===== src/rtl/pc_redirect_ctrl_pkg.sv =====
// Shared types and constants for the fetch PC redirect controller.
// Holds the FSM state encoding, the redirect-source tags and the PC step.
package pc_redirect_ctrl_pkg;

  typedef enum logic [1:0] {
    ST_BOOT = 2'd0,
    ST_RUN  = 2'd1,
    ST_SLOT = 2'd2
  } state_t;

  typedef enum logic [1:0] {
    SRC_NONE     = 2'd0,
    SRC_ID_TAKEN = 2'd1,
    SRC_ID_ANNUL = 2'd2,
    SRC_EX_JR    = 2'd3
  } redir_src_t;

  localparam logic [31:0] PC_STEP = 32'd4;

  // Fetch addresses are word aligned, so the low two bits are dropped on every load.
  function automatic logic [31:0] align_pc(input logic [31:0] addr);
    return {addr[31:2], 2'b00};
  endfunction

endpackage


===== src/rtl/pc_redirect_ctrl_if.sv =====
// Branch-decision and fetch-control bundle between the condition logic and the PC controller.
// master drives branch resolutions and stall; slave owns the fetch PC and flush controls.
interface pc_redirect_ctrl_if;

  logic        stall;
  logic        id_branch_valid;
  logic        id_branch_taken;
  logic        id_branch_likely;
  logic [31:0] id_target;
  logic        ex_jr_valid;
  logic [31:0] ex_jr_target;

  logic [31:0] pc;
  logic        fetch_valid;
  logic        if_flush;
  logic        id_flush;
  logic        ds_violation;
  logic [1:0]  state_dbg;

  modport master (
    output stall, id_branch_valid, id_branch_taken, id_branch_likely, id_target,
    output ex_jr_valid, ex_jr_target,
    input  pc, fetch_valid, if_flush, id_flush, ds_violation, state_dbg
  );

  modport slave (
    input  stall, id_branch_valid, id_branch_taken, id_branch_likely, id_target,
    input  ex_jr_valid, ex_jr_target,
    output pc, fetch_valid, if_flush, id_flush, ds_violation, state_dbg
  );

endinterface


===== src/rtl/pc_redirect_ctrl_arbiter.sv =====
// Combinational priority select for the next fetch PC and the IF/ID flush controls.
// EX JR/JALR beats stall, stall beats ID decisions; nothing is accepted while booting.
module pc_redirect_ctrl_arbiter
  import pc_redirect_ctrl_pkg::*;
#(
  parameter bit DELAY_SLOT = 1'b1
) (
  input  state_t      state,
  input  logic        stall,
  input  logic        id_branch_valid,
  input  logic        id_branch_taken,
  input  logic        id_branch_likely,
  input  logic [31:0] id_target,
  input  logic        ex_jr_valid,
  input  logic [31:0] ex_jr_target,
  input  logic [31:0] pc,
  output logic [31:0] next_pc,
  output logic        if_flush,
  output logic        id_flush,
  output logic        violation_set,
  output redir_src_t  src
);

  logic        id_taken;
  logic [31:0] pc_seq;

  assign id_taken = id_branch_valid & id_branch_taken;
  assign pc_seq   = pc + PC_STEP;

  always_comb begin
    next_pc       = pc;
    if_flush      = 1'b0;
    id_flush      = 1'b0;
    violation_set = 1'b0;
    src           = SRC_NONE;

    if (state != ST_BOOT) begin
      if (ex_jr_valid) begin
        // A taken ID branch here is sitting in the JR delay slot.
        next_pc       = align_pc(ex_jr_target);
        if_flush      = 1'b1;
        id_flush      = !DELAY_SLOT;
        violation_set = id_taken;
        src           = SRC_EX_JR;
      end else if (stall) begin
        next_pc = pc;
      end else if (state == ST_SLOT) begin
        next_pc       = pc_seq;
        violation_set = id_taken;
      end else if (id_taken) begin
        next_pc  = align_pc(id_target);
        if_flush = !DELAY_SLOT;
        src      = SRC_ID_TAKEN;
      end else if (id_branch_valid && id_branch_likely) begin
        next_pc  = pc_seq;
        if_flush = 1'b1;
        src      = SRC_ID_ANNUL;
      end else begin
        next_pc = pc_seq;
      end
    end
  end

endmodule


===== src/rtl/pc_redirect_ctrl.sv =====
// Fetch PC owner: applies branch/jump redirects with MIPS delay-slot handling.
// state | meaning
// BOOT  | out of reset, RESET_PC not yet fetched, inputs ignored
// RUN   | normal sequential fetch, redirects accepted
// SLOT  | ID holds a taken branch's delay slot; branches there are violations
module pc_redirect_ctrl
  import pc_redirect_ctrl_pkg::*;
#(
  parameter logic [31:0] RESET_PC   = 32'h0000_0000,
  parameter bit          DELAY_SLOT = 1'b1
) (
  input  logic               clk,
  input  logic               reset_n,
  pc_redirect_ctrl_if.slave  bus
);

  state_t      state;
  state_t      state_nxt;
  logic [31:0] pc_q;
  logic [31:0] next_pc;
  logic        if_flush;
  logic        id_flush;
  logic        violation_set;
  logic        ds_violation_q;
  redir_src_t  src;

  pc_redirect_ctrl_arbiter #(
    .DELAY_SLOT (DELAY_SLOT)
  ) u_arbiter (
    .state            (state),
    .stall            (bus.stall),
    .id_branch_valid  (bus.id_branch_valid),
    .id_branch_taken  (bus.id_branch_taken),
    .id_branch_likely (bus.id_branch_likely),
    .id_target        (bus.id_target),
    .ex_jr_valid      (bus.ex_jr_valid),
    .ex_jr_target     (bus.ex_jr_target),
    .pc               (pc_q),
    .next_pc          (next_pc),
    .if_flush         (if_flush),
    .id_flush         (id_flush),
    .violation_set    (violation_set),
    .src              (src)
  );

  always_ff @(posedge clk or negedge reset_n) begin
    if (!reset_n) begin
      state          <= ST_BOOT;
      pc_q           <= align_pc(RESET_PC);
      ds_violation_q <= 1'b0;
    end else begin
      state <= state_nxt;
      pc_q  <= next_pc;
      if (violation_set) begin
        ds_violation_q <= 1'b1;
      end
    end
  end

  always_comb begin
    state_nxt = state;
    case (state)
      ST_BOOT: state_nxt = ST_RUN;
      ST_RUN, ST_SLOT: begin
        if (src == SRC_EX_JR) begin
          state_nxt = ST_RUN;
        end else if (bus.stall) begin
          state_nxt = state;
        end else if (src == SRC_ID_TAKEN && DELAY_SLOT) begin
          state_nxt = ST_SLOT;
        end else begin
          state_nxt = ST_RUN;
        end
      end
      default: state_nxt = ST_BOOT;
    endcase
  end

  assign bus.pc           = pc_q;
  assign bus.fetch_valid  = (state != ST_BOOT);
  assign bus.if_flush     = if_flush;
  assign bus.id_flush     = id_flush;
  assign bus.ds_violation = ds_violation_q;
  assign bus.state_dbg    = state;

endmodule


===== src/flat_wrapper.sv =====
// flat-port wrapper written by rule: the top's interface ports become plain ports
module pc_redirect_ctrl_flat import pc_redirect_ctrl_pkg::*;
#(
  parameter logic [31:0] RESET_PC   = 32'h0000_0000,
  parameter bit          DELAY_SLOT = 1'b1
)
  (clk, reset_n, bus_stall, bus_id_branch_valid, bus_id_branch_taken, bus_id_branch_likely, bus_id_target, bus_ex_jr_valid, bus_ex_jr_target, bus_pc, bus_fetch_valid, bus_if_flush, bus_id_flush, bus_ds_violation, bus_state_dbg);
  pc_redirect_ctrl_if bus_i ();
  input  logic clk;
  input  logic reset_n;
  input wire logic [$bits(bus_i.stall)-1:0] bus_stall;
  input wire logic [$bits(bus_i.id_branch_valid)-1:0] bus_id_branch_valid;
  input wire logic [$bits(bus_i.id_branch_taken)-1:0] bus_id_branch_taken;
  input wire logic [$bits(bus_i.id_branch_likely)-1:0] bus_id_branch_likely;
  input wire logic [$bits(bus_i.id_target)-1:0] bus_id_target;
  input wire logic [$bits(bus_i.ex_jr_valid)-1:0] bus_ex_jr_valid;
  input wire logic [$bits(bus_i.ex_jr_target)-1:0] bus_ex_jr_target;
  output wire logic [$bits(bus_i.pc)-1:0] bus_pc;
  output wire logic [$bits(bus_i.fetch_valid)-1:0] bus_fetch_valid;
  output wire logic [$bits(bus_i.if_flush)-1:0] bus_if_flush;
  output wire logic [$bits(bus_i.id_flush)-1:0] bus_id_flush;
  output wire logic [$bits(bus_i.ds_violation)-1:0] bus_ds_violation;
  output wire logic [$bits(bus_i.state_dbg)-1:0] bus_state_dbg;
  assign bus_i.stall = bus_stall;
  assign bus_i.id_branch_valid = bus_id_branch_valid;
  assign bus_i.id_branch_taken = bus_id_branch_taken;
  assign bus_i.id_branch_likely = bus_id_branch_likely;
  assign bus_i.id_target = bus_id_target;
  assign bus_i.ex_jr_valid = bus_ex_jr_valid;
  assign bus_i.ex_jr_target = bus_ex_jr_target;
  assign bus_pc = bus_i.pc;
  assign bus_fetch_valid = bus_i.fetch_valid;
  assign bus_if_flush = bus_i.if_flush;
  assign bus_id_flush = bus_i.id_flush;
  assign bus_ds_violation = bus_i.ds_violation;
  assign bus_state_dbg = bus_i.state_dbg;
  pc_redirect_ctrl #(.RESET_PC(RESET_PC), .DELAY_SLOT(DELAY_SLOT)) u_core (.clk(clk), .reset_n(reset_n), .bus(bus_i));
endmodule

===== config.mk =====
export PLATFORM = sky130hd
export DESIGN_NAME = pc_redirect_ctrl_flat
export DESIGN_NICKNAME = d
export VERILOG_FILES = /design/src/rtl/pc_redirect_ctrl_pkg.sv /design/src/rtl/pc_redirect_ctrl_if.sv /design/src/rtl/pc_redirect_ctrl_arbiter.sv /design/src/rtl/pc_redirect_ctrl.sv /design/src/flat_wrapper.sv
export SDC_FILE = /design/constraint.sdc
export NUM_CORES = 1
export LEC_CHECK = 0
export ABC_AREA = 1
export CORE_MARGIN = 3
export CORE_UTILIZATION = 51
export DETAILED_ROUTE_END_ITERATION = 8
export PLACE_DENSITY_LB_ADDON = 0.15
export SLEW_MARGIN = 10
export SYNTH_ARGS = -nofsm -noshare
export SYNTH_HDL_FRONTEND = slang
export SYNTH_HIERARCHICAL = 1
export SYNTH_SLANG_ARGS = --single-unit

===== constraint.sdc =====
create_clock -name clk -period 3.11 [get_ports clk]
set_input_delay 0.4665 -clock clk [delete_from_list [all_inputs] [get_ports clk]]
set_output_delay 0.4665 -clock clk [all_outputs]
set_load 0.02 [all_outputs]

# [Yosys cells after proc, flatten, opt, wreduce, memory -nomap -nowiden]
# Cells that the tools add are included.
[word_totals] in_bits=71 register_bits=35 rom_bits=0 ram_bits=0 out_inout_bits=38 latchBits=0 mem_count=0
[op_classes] add_sub_neg=1 bitwise_logic=1 n_mul=0 reduce_logical=5 n_mux=24 n_shift=0 eq_ne=6 n_div=0 n_lt_le_gt_ge=0
[ops] cell="two-way mux 32 bit" n=4
[ops] cell="adder 32 x 3 -> 32 bit (second input constant)" n=1
[ops] cell="two-way mux 2 bit" n=9
[ops] cell="two-way mux 1 bit" n=10
[ops] cell="equality test 2 x 1 -> 1 bit (second input constant)" n=2
[ops] cell="equality test 2 bit (second input constant)" n=2
[ops] cell="case mux 2 bit (2 select lines)" n=1
[ops] cell="!= test 3 x 2 -> 1 bit (second input constant)" n=1
[ops] cell="logical NOT 2 bit" n=1
[ops] cell="!= test 2 x 1 -> 1 bit (second input constant)" n=1
[ops] cell="AND reduction 2 bit" n=1
[ops] cell="nonzero test 2 bit" n=1
[ops] cell="OR reduction 2 bit" n=1
[ops] cell="bitwise AND 1 bit" n=1
[ops] cell="logical AND 1 bit" n=1

# [Longest topological paths before layout]
[depth] word_depth=12 ltp_mapped=12

# [Modules after synthesis]
# Netlist, hierarchy kept.
[by_module_without_submodules] module="pc_redirect_ctrl_arbiter" seq_area_each_um2=0.0 n_inst=1 area_per_inst_um2=2297.2 cells_each=533
[by_module_without_submodules] module="pc_redirect_ctrl" seq_area_each_um2=875.8 n_inst=1 area_per_inst_um2=991.0 cells_each=57

# [Worst setup path after synthesis]
# No wires, ideal clock.
[synth_timing] kind="input -> register" start="input bus_stall" end="register u_core.state[0] (netlist: u_core/bus.state_dbg[0])" path_buffers=2 stages=9 required_ns=3.044 setup_ns=0.066 arrival_ns=1.961 slack_ns=1.083 path_cell_list="inv_2 -> clkbuf_1 -> nand4_1 -> o21ai_0 -> buf_4 -> nand2_2 -> a21oi_2 -> nand2_1 -> nand2_1"
[synth_between] elab_chain_len=8 word_cells_on_any_way=10 classes_between="eq/ne: 3; mux: 7"
[synth_rtl] item="from (decl)" line_no="flat_wrapper.sv:11" text="input wire logic [$bits(bus_i.stall)-1:0] bus_stall;"
[synth_rtl] item="two-way mux 2 bit (*)" line_no="pc_redirect_ctrl_arbiter.sv:45" text="end else if (stall) begin"
[synth_rtl] item="two-way mux 2 bit (*)" line_no="pc_redirect_ctrl_arbiter.sv:38" text="if (ex_jr_valid) begin"
[synth_rtl] item="two-way mux 2 bit (*)" line_no="pc_redirect_ctrl_arbiter.sv:37" text="if (state != ST_BOOT) begin"
[synth_rtl] item="net u_core.src[1]" line_no="pc_redirect_ctrl.sv:25" text="redir_src_t src;"
[synth_rtl] item="equality test 2 x 1 -> 1 bit" line_no="pc_redirect_ctrl.sv:69" text="end else if (src == SRC_ID_TAKEN && DELAY_SLOT) begin"
[synth_rtl] item="two-way mux 2 bit" line_no="pc_redirect_ctrl.sv:69"
[synth_rtl] item="two-way mux 2 bit" line_no="pc_redirect_ctrl.sv:67" text="end else if (bus.stall) begin"
[synth_rtl] item="two-way mux 2 bit" line_no="pc_redirect_ctrl.sv:65" text="if (src == SRC_EX_JR) begin"
[synth_rtl] item="case mux 2 bit (2 select lines)" line_no="pc_redirect_ctrl.sv:62" text="case (state)"
[synth_rtl] item="to (signal assigned)" line_no="pc_redirect_ctrl.sv:52" text="state <= state_nxt;"
[synth_rtl] item="to (decl)" line_no="pc_redirect_ctrl.sv:17" text="state_t state;"
# Mark *: on every way through the listed nets, which the timed path passes. The rest lies on a longest branch. The select of a mux whose other input is x is not followed.
# A chain may end at the register's enable or synchronous reset.

# [Worst setup path after layout]
[layout_timing] start="register u_core.state[0] (netlist: u_core/bus.state_dbg[0])" end="output bus_if_flush"
[layout_between] elab_chain_len=5 word_cells_on_any_way=6 classes_between="eq/ne: 1; mux: 4; reduce/logical: 1"
[layout_rtl] item="equality test 2 bit" line_no="pc_redirect_ctrl_arbiter.sv:47" text="end else if (state == ST_SLOT) begin"
[layout_rtl] item="two-way mux 1 bit" line_no="pc_redirect_ctrl_arbiter.sv:47"
[layout_rtl] item="two-way mux 1 bit" line_no="pc_redirect_ctrl_arbiter.sv:45"
[layout_rtl] item="two-way mux 1 bit" line_no="pc_redirect_ctrl_arbiter.sv:38"
[layout_rtl] item="two-way mux 1 bit (*)" line_no="pc_redirect_ctrl_arbiter.sv:37"
[layout_rtl] item="to (decl)" line_no="flat_wrapper.sv:20" text="output wire logic [$bits(bus_i.if_flush)-1:0] bus_if_flush;"
# Mark *: on every way between the ends. The rest lies on a longest branch, timed or not.

==> results.toml <==
[layout]
area_delta_synth_final_pct = 37.4
final_layout_size_suffix_gt1_share_pct = 6.41
layout.nets = 759
nFillCells = 488
final_common_cell = "nand2_1"
n_antenna_cell = 0
layout_common_cells = "nand2_1, clkdlybuf4s50_1, nor2_1, inv_1, nand3_1"

[global_route]
grt_overflow_total = 0
grt_pass1_vias = 3933
grt_max_degree = 52
grt_pass1_wl_um = 18300
track_usage_pct = 30.5
antenna_found_initial = 0

[setup_path]
reg2reg_from = "u_core/bus.state_dbg[0]"
critPathKind = "reg2out"
critPathLaunchType = "flop"
crit_arrival_ns = 2.33
crit_required_ns = 2.64
crit_start = "u_core/bus.state_dbg[0]"
critPathCaptureType = "output port"
crit_fanout = 10

[timing]
fin_setup_tns_ns = 0
hold_viol_final = 0
setup_violations = 0
finClkSkew_ns = 0.0124
layout_min_cycle_time_ns = 2.80
report.final.slew_viol_count = 0
max_freq_ghz = 0.357
worstMarginPinSlew_ns = 0.516
fin_crit_sh_pct = 90.0
relSlewSlack_pct = 65.6
rsz0062_at_grt = "false"

[routing]
via_per_inst = 5.43
drc = 0
dr.pass1.iters = 5
drt_iter0_markers = 205
num_vias = 4130
wl_per_cell_um = 14.6
final_antenna_net_count = 0
drt-total-wl_um = 11100

[floorplan]
core_mm2 = 0.00610
rows = 28
ioPinCount = 109
die_height_um = 86.3
dieArea_mm2 = 0.00745
die_w_um = 86.3
start_util_pct = 53.9

[clock_tree]
cts_resized = 0
cts_buffers = 5
htree_levels = 2
cts_root_buffer = "clkbuf_8"
cts_sinks = 35
clk_pin_slew_ns = 0.09
cts_tree = "built"
postCtsSetupRepairBufs = 0
clk_latency_ns = 0.29
hold_buffers = 0
cts_max_path_buffers = 2

[power_and_ir_drop]
power.density_mw_per_mm2 = 854
p_leak_uw = 0.00211
fin_total_pwr_uw = 3860
max-vdd-ir-drop_mv = 0.774

[logic_synthesis]
synth-seq-cells = 35
syn_area_mm2 = 0.00329
syn_nets = 664
syn-instance-count = 590
ys_warn_count = 6
avgSynthCellArea_um2 = 5.57
seq_area_frac_synth_pct = 26.6
synth_cell_types = 34

[placed_design]
dp_hpwl_um = 8200
gp_congestion = 0.876
io_buffers = 103

[outcome]
status = "complete, no violations"

[job]
max_cap_violations = 0

[min_path]
hp-class = "reg2reg"
hp-start = "u_core/bus.ds_violation"
-- synth_stat cells --
cell      instances  area share (%)
nand2_1         214              24
nor2_1           93              11
inv_1            52             5.9
nand3_1          46             7.0
o21ai_0          38             5.8
dfrtp_1          35              27
a21oi_1          28             4.3
clkbuf_1         17             1.9
nor2_2           11             2.1
o21ai_1           8             1.2
inv_2             4            0.46
nand2_2           4            0.76
buf_2             3            0.46
ha_1              3             1.1
nand3b_1          3            0.68
or2_2             3            0.57
buf_4             2            0.46
clkinv_1          2            0.23
nand4_1           2            0.38
nor2_4            2            0.68
o211ai_1          2            0.46
o22ai_1           2            0.38
or2_0             2            0.38
or2_1             2            0.38
xnor2_1           2            0.53
xor2_1            2            0.53
a21oi_2           1            0.27
a31oi_1           1            0.19
a41oi_1           1            0.27
buf_1             1            0.11
clkbuf_2          1            0.15
clkinv_2          1            0.15
conb_1            1            0.11
nand2_4           1            0.34
-- state kept, by name (all words and copies together), names as in the netlist --
name                     cells
u_core/bus.state_dbg         2
u_core/bus.pc               32
u_core/bus.ds_violation      1
-- worst paths after layout --
check | to | slack, ns | cells after the start
setup reg to reg | u_core/bus.pc[9] | 1.01 | 11
max in group asynchronous | u_core/bus.pc[24] | 2.15 | 2
hold reg to reg | u_core/bus.ds_violation | 0.50 | 1
min in group asynchronous | u_core/bus.pc[10] | 0.61 | 2
hold / removal | u_core/bus.ds_violation | 0.50 | 1
setup / recovery | bus_if_flush | 0.31 | 5
-- routing by layer --
| layer | global-route usage, % | up-vias | routed length, um |
|---|---|---|---|
| met5 | 0 | - | 0 |
| li1 | - | 2031 | - |
| met1 | 39.6 | 1866 | 4640 |
| met4 | 9.21 | 0 | 140 |
| met3 | 4.18 | 14 | 963 |
| met2 | 52.6 | 219 | 5380 |
-- cell families (layout without fill, tap and decap cells) --
logic type | after synthesis | in the layout | share of synthesized area (%)
compound gates | 81 | 81 | 12.8
xor+xnor | 4 | 4 | 1.07
fa+ha+maj | 3 | 3 | 1.14
buf+inv | 83 | 179 | 9.89
flops | 35 | 35 | 26.6
other cells | 1 | 1 | 0.114
simple gates | 383 | 383 | 48.3
-- metrics by stage --
step / instances / area, um^2 / utilization [%] / hold WS (ns) / setup WS, ns
final: 761 / 4520 / 74.1 / 0.503 / 0.310
after global routing: 761 / 4520 / 74.1 / 0.528 / 0.229
after floorplan: 590 / 3290 / - / 0.171 / 1.08
after detailed placement: 753 / 4380 / 71.9 / 0.472 / 0.586
after CTS: 761 / 4520 / 74.1 / 0.504 / 0.354
after global placement: 753 / 4380 / 71.9 / 0.466 / 0.607
-- where the power goes --
part / internal [uW] / leakage (uW) / switching [uW]
sequential: 672 / 0.000419 / 407
combinational: 939 / 0.00163 / 1340
clock: 320 / 0.0000644 / 187
total: 1930 / 0.00211 / 1930
-- cell type report --
class / instances / area [um^2] / area share, %
inverters: 59 / 223 / 4.93
clock inverters: 3 / 67.6 / 1.50
multi-input cells: 472 / 2090 / 46.3
flip-flops and latches: 35 / 876 / 19.4
clock buffers: 5 / 68.8 / 1.52
repair buffers: 112 / 1100 / 24.3
well taps: 75 / 93.8 / 2.08
-- worst max-delay path: stages (launching register included) --
cell and delay, ns:
dfrtp_1 0.50, nor2_4 0.14, clkinv_1 0.29, nand2_1 0.30
o21ai_0 0.21, clkdlybuf4s50_1 0.59
Note: power is estimated with default switching activity, not from simulation.
==> patch 1: new RTL, same flow settings <==
Reset style: synchronous (`reset_n`), changed in one clocked block.
--- a/src/rtl/pc_redirect_ctrl.sv
+++ b/src/rtl/pc_redirect_ctrl.sv
@@ -44,5 +44,5 @@
   );
 
-  always_ff @(posedge clk or negedge reset_n) begin
+  always_ff @(posedge clk) begin
     if (!reset_n) begin
       state          <= ST_BOOT;
Behaviour: differs if reset_n is asserted again (counterexample within 4 cycles, from zero or initial values and one cycle with reset_n low); with reset_n held inactive, the same outputs for 10 cycles.
==> patch 1 against the original RTL <==
Cell area is 0.78% higher; global-route usage is 1.4 points lower; largest cell class unchanged; highest routed layer unchanged; non-clock buffer count stayed put; routed wire length is 0.77% higher; maximum frequency is 6.5% higher; sequential cell count stayed put; register-to-register slack better by 110 ps; synthesized area is 3.3% higher; worst setup slack better by 170 ps; first-iteration DRC count is 70% higher.
Power is not compared: it rests on default switching activity, and its combinational part moved more than twofold at a synthesized area within 25%.
==> patch 1: results (changes against the original RTL) <==
Parameter                              Value

Logic synthesis
  Dominant cells by area after synthesis    nand2_1 (27%), dfxtp_1 (21%), nor2_1 (10%)
  Commonest cells in the netlist    nand2_1 (244), nor2_1 (94), inv_1 (87)
  Synthesized-area fraction occupied by ao, oa, aoi and oai cells    12.4% (-0.42 points)
  Synthesized net count    733 (+10%)
  Parity-gate share of the synthesized area counting xor and xnor cells    1.03% (-0.035 points)
  Number of different library cells in the post-synthesis netlist    34 (unchanged)
  Most used flip-flop cell after synthesis    dfxtp_1
  Share of flip-flops with an asynchronous set or reset after synthesis    0% (-100 points)
  Adder-cell share of the synthesized area    1.10% (-0.037 points)
  Yosys warnings    6 (unchanged)
  Proportion of synthesized chip area in sequential cells    20.6% (-6.0 points)

Cells and area
  Share of post-route cells with drive strength above 1    5.33% (-1.1 points)
  Final net count    824 (+8.6%)

Setup path
  R2R Path End    u_core/bus.pc[20]
  Number of cells on the worst reg-to-reg path    12 (+1)
  Register-to-Register Setup Slack    1120 ps (+110 ps)
  R2r startpoint    u_core/bus.pc[2]
  Data arrival time of the critical path    2160 ps (-170 ps)

Min path
  Hold Path Cell Cnt    2 (+1)
  Min-delay src    u_core/bus.ds_violation
  Worst-case hold path end point    u_core/bus.ds_violation

Timing
  Worst-case hold slack    488 ps (-15.2 ps)
  Setup clock skew after layout    4.50 ps (-7.90 ps)

Routing
  Number of design-rule violations left by the first detailed-router iteration    349 (+70%)
  Routed wire length per instance    13.5 um (-7.4%)
  Via-to-Cell Ratio    5.25 (-3.3%)

Clock tree
  Total CTS buffers    5 (unchanged)

Placed design
  Pre-CTS setup slack    622 ps (+35.8 ps)
  Placer congestion estimate    0.965 (+10%)
  HPWL after DPL    7950 um (-3.0%)

Global route
  Aggregate global-route resource usage    29.1% (-1.4 points)
  Vias in the first global route    4006 (+1.9%)
  First-pass GRT wire length    18100 um (-1.4%)

Status
  Outcome    finished clean
## patch 1: cell count changes in the layout (fill, tap and decap cells not counted), moves of 2 or more
cell | unedited run | this run
dfxtp_1 | 0 | 35
nand2_1 | 214 | 244
clkbuf_8 | 5 | 7
inv_1 | 52 | 87
bufinv_16 | 2 | 0
dfrtp_1 | 35 | 0
nand4_1 | 2 | 5
## patch 1: routing by layer
layer / wire (um) / part of all wire (%) / vias up / global-route usage, %
li1: - / - / 2198 / -
met1: 4850 / 43 / 1974 / 36.4
met2: 5450 / 49 / 161 / 51.9
met3: 733 / 6.5 / 14 / 3.48
met4: 176 / 1.6 / 0 / 8.93
met5: 0 / 0 / - / 0
## patch 1: area by class of cell
cell class	instances	area (um2)
sequential	35	701
clock buffer	8	100
fill	609	1830
inverter	93	349
tap	77	96.3
timing repair buffer	112	1100
multi-input combinational	503	2210
## patch 1: metrics by stage
step | power, W | area (um2) | util [%] | instances
after global placement | 0.00121 | 4450 | 69.7 | 820
after CTS | 0.00162 | 4550 | 71.3 | 828
after global routing | 0.00173 | 4550 | 71.3 | 828
final | 0.00162 | 4550 | 71.3 | 828
after floorplan | 0.000960 | 3400 | - | 659
after detailed placement | 0.00123 | 4450 | 69.7 | 820
## patch 1: worst reg2reg max path: cells and delay by family, from the launching register on
family	cells	cell delay, ps
AND/OR/NAND/NOR	9	930
flip-flops	1	460
adder cells (fa/ha/maj)	1	230
AO/OA/AOI/OAI	1	230
buffers and inverters	1	40
## patch 1: power breakdown
group	total [W]	switching (W)	internal [W]	leakage, nW
logic	0.000653	0.000358	0.000295	1.81
clock network	0.000393	0.000190	0.000203	0.0515
registers	0.000578	0.0000836	0.000494	0.287
total	0.00162	0.000631	0.000992	2.15
## patch 1: worst max-delay path by stage
stage,slack (ps),end,start
after floorplan,1060,u_core/bus.state_dbg[0],bus_stall
after global placement,670,bus_if_flush,bus_id_branch_valid
after detailed placement,620,bus_if_flush,bus_id_branch_valid
after CTS,510,bus_if_flush,u_core/bus.state_dbg[0]
after global routing,390,bus_if_flush,u_core/bus.state_dbg[1]
final,480,bus_if_flush,u_core/bus.state_dbg[0]
## patch 1: kinds of logic after synthesis
kind of cell,count (synthesis)
simple gates,414
buf+inv,121
compound gates,81
flops,35
xor+xnor,4
fa+ha+maj,3
other cells,1
==> patch 2: new RTL, same flow settings <==
Without the edit above. `DELAY_SLOT` is set to 1'b1 in 3 places; all go to 1'b0.
--- a/src/rtl/pc_redirect_ctrl_arbiter.sv
+++ b/src/rtl/pc_redirect_ctrl_arbiter.sv
@@ -4,5 +4,5 @@
   import pc_redirect_ctrl_pkg::*;
 #(
-  parameter bit DELAY_SLOT = 1'b1
+  parameter bit DELAY_SLOT = 1'b0
 ) (
   input  state_t      state,
--- a/src/rtl/pc_redirect_ctrl.sv
+++ b/src/rtl/pc_redirect_ctrl.sv
@@ -8,5 +8,5 @@
 #(
   parameter logic [31:0] RESET_PC   = 32'h0000_0000,
-  parameter bit          DELAY_SLOT = 1'b1
+  parameter bit          DELAY_SLOT = 1'b0
 ) (
   input  logic               clk,
--- a/src/flat_wrapper.sv
+++ b/src/flat_wrapper.sv
@@ -3,5 +3,5 @@
 #(
   parameter logic [31:0] RESET_PC   = 32'h0000_0000,
-  parameter bit          DELAY_SLOT = 1'b1
+  parameter bit          DELAY_SLOT = 1'b0
 )
   (clk, reset_n, bus_stall, bus_id_branch_valid, bus_id_branch_taken, bus_id_branch_likely, bus_id_target, bus_ex_jr_valid, bus_ex_jr_target, bus_pc, bus_fetch_valid, bus_if_flush, bus_id_flush, bus_ds_violation, bus_state_dbg);
Formal check against the unedited RTL: not equivalent (Yosys sat finds a counterexample within 4 cycles, from zero or initial values and one cycle with reset_n low).
==> patch 2 against the original RTL <==
Sequential cell count decreased by 1; register-to-register slack improved by 40 ps; synthesized area down 3.7%; routed wire length is 4.9% lower; non-clock buffer count decreased by 1; core utilization decreased by 1.0 points; global-route usage down 0.34 points; cell area decreased by 3.6%; worst setup slack improved by 160 ps; clock skew is 3.4 ps lower; critical path type unchanged.
Power is not compared: it rests on default switching activity, and its combinational part moved more than twofold at a synthesized area within 25%.
==> patch 2: results (changes against the original RTL) <==
Parameter                              Value

Status
  Outcome    finished clean

Global route
  Pin count of the biggest net entering global routing    54 (+3.8%)
  Antenna violations before repair    0 (unchanged)
  First-pass GRT wire length    17800 um (-2.8%)
  Aggregate global-route resource usage    30.1% (-0.34 points)
  Met1 global-route usage    39.1% (-0.51 points)
  Met2 layer usage reported by global route    50.9% (-1.7 points)
  Vias in the first global route    3931 (-0.051%)
  Grt ovf    0 (unchanged)
  Met3 Resource Use GR    4.66% (+0.48 points)

Timing
  Count of final max-slew check failures    0 (unchanged)
  Setup clock skew after layout    9.03 ps (-3.36 ps)
  Measured slew at the worst slew-check pin    537 ps (+21.1 ps)

Placed design
  Number of I/O port buffers    103 (unchanged)
  Placer congestion estimate    0.881 (+0.48%)
  Placed Area    4260 um2 (-2.8%)
  HPWL after DPL    7830 um (-4.5%)

Clock tree
  Root cell of the clock tree    clkbuf_8
  Total CTS buffers    5 (unchanged)
  Clock transition time at the flip-flop clock pins of the worst setup and hold paths    80 ps
  Clock Path Buffers    2 (unchanged)
  CTS H-tree lvls    2 (unchanged)
  Resized cells post-CTS    0 (unchanged)
  Post-CTS Setup Bufs    0 (unchanged)
  Clock Latency Late Sink    290 ps (about the same)

Cells and area
  Share of post-route cells with drive strength above 1    5.81% (-0.60 points)
  Antenna cell count    0 (unchanged)
  Number of flip-flops under the largest register name    32 (unchanged)
  Final net count    742 (-2.2%)

Logic synthesis
  Yosys warnings    6 (unchanged)

Routing
  Routed wire length per instance    14.2 um (-3.0%)
  Vias    3974 (-3.8%)
  Number of iterations in the first detailed-routing pass    6 (+1)
  Number of design-rule violations left by the first detailed-router iteration    253 (+23%)

Setup path
  Max FO, Critical Path    27 (+17)
  Cell at the slowest stage of the critical path    clkdlybuf4s50_1
  Data arrival time of the critical path    2180 ps (-150 ps)
  Peak per-stage delay on the critical path    550 ps (-40 ps)

Pwr
  Standby leakage power    2.05 nW
  VDD IR max    0.000281 V

Min path
  Class of the tightest hold or removal check    reg -> reg
## patch 2: worst paths after layout
| path | startpoint | endpoint | slack (ps) | cells after the start |
|---|---|---|---|---|
| max | u_core/bus.state_dbg[0] | bus_if_flush | 470 | 6 |
| min | u_core/bus.ds_violation | u_core/bus.ds_violation | 460 | 2 |
| max reg2reg | u_core/bus.pc[3] | u_core/bus.pc[28] | 1050 | 12 |
| min reg2reg | u_core/bus.ds_violation | u_core/bus.ds_violation | 460 | 2 |
| max in group asynchronous | reset_n | u_core/bus.pc[23] | 2160 | 2 |
| min in group asynchronous | reset_n | u_core/bus.ds_violation | 600 | 2 |
## patch 2: where the power goes
| group | leakage [nW] | internal, W | switching [W] | total, W |
|---|---|---|---|---|
| clock | 0.0472 | 0.000178 | 0.000183 | 0.000361 |
| combinational | 1.60 | 0.000286 | 0.000338 | 0.000625 |
| sequential | 0.403 | 0.000494 | 0.0000975 | 0.000591 |
| total | 2.05 | 0.000959 | 0.000619 | 0.00158 |
## patch 2: critical path: cells and delay by family, from the launching register on
kind	cells	cell delay, ps
compound gates	1	170
buf+inv	3	1040
flops	1	470
simple gates	2	200
## patch 2: cell type report
class / instances / area (um2)
Multi-Input combinational cell: 459 / 2000
Fill cell: 506 / 1600
Timing Repair Buffer: 111 / 1090
Sequential cell: 34 / 851
Inverter: 59 / 221
Tap cell: 75 / 93.8
Clock buffer: 6 / 82.6
Clock inverter: 2 / 12.5
## patch 2: metrics by stage
step	setup WS [ps]	cells	utilization, %	hold slack (ps)
finish	466	746	73.1	461
CTS	469	746	73.1	462
global route	336	746	73.1	497
floorplan	1390	576	-	171
detailed placement	591	738	71.5	443
global placement	630	738	71.5	436
## patch 2: layer usage
layer	vias up	part of all wire [%]	wire length [um]
met5	-	0	0
met1	1794	43	4520
met3	26	7.3	774
met2	185	47	5020
li1	1969	-	-
met4	0	2.5	261
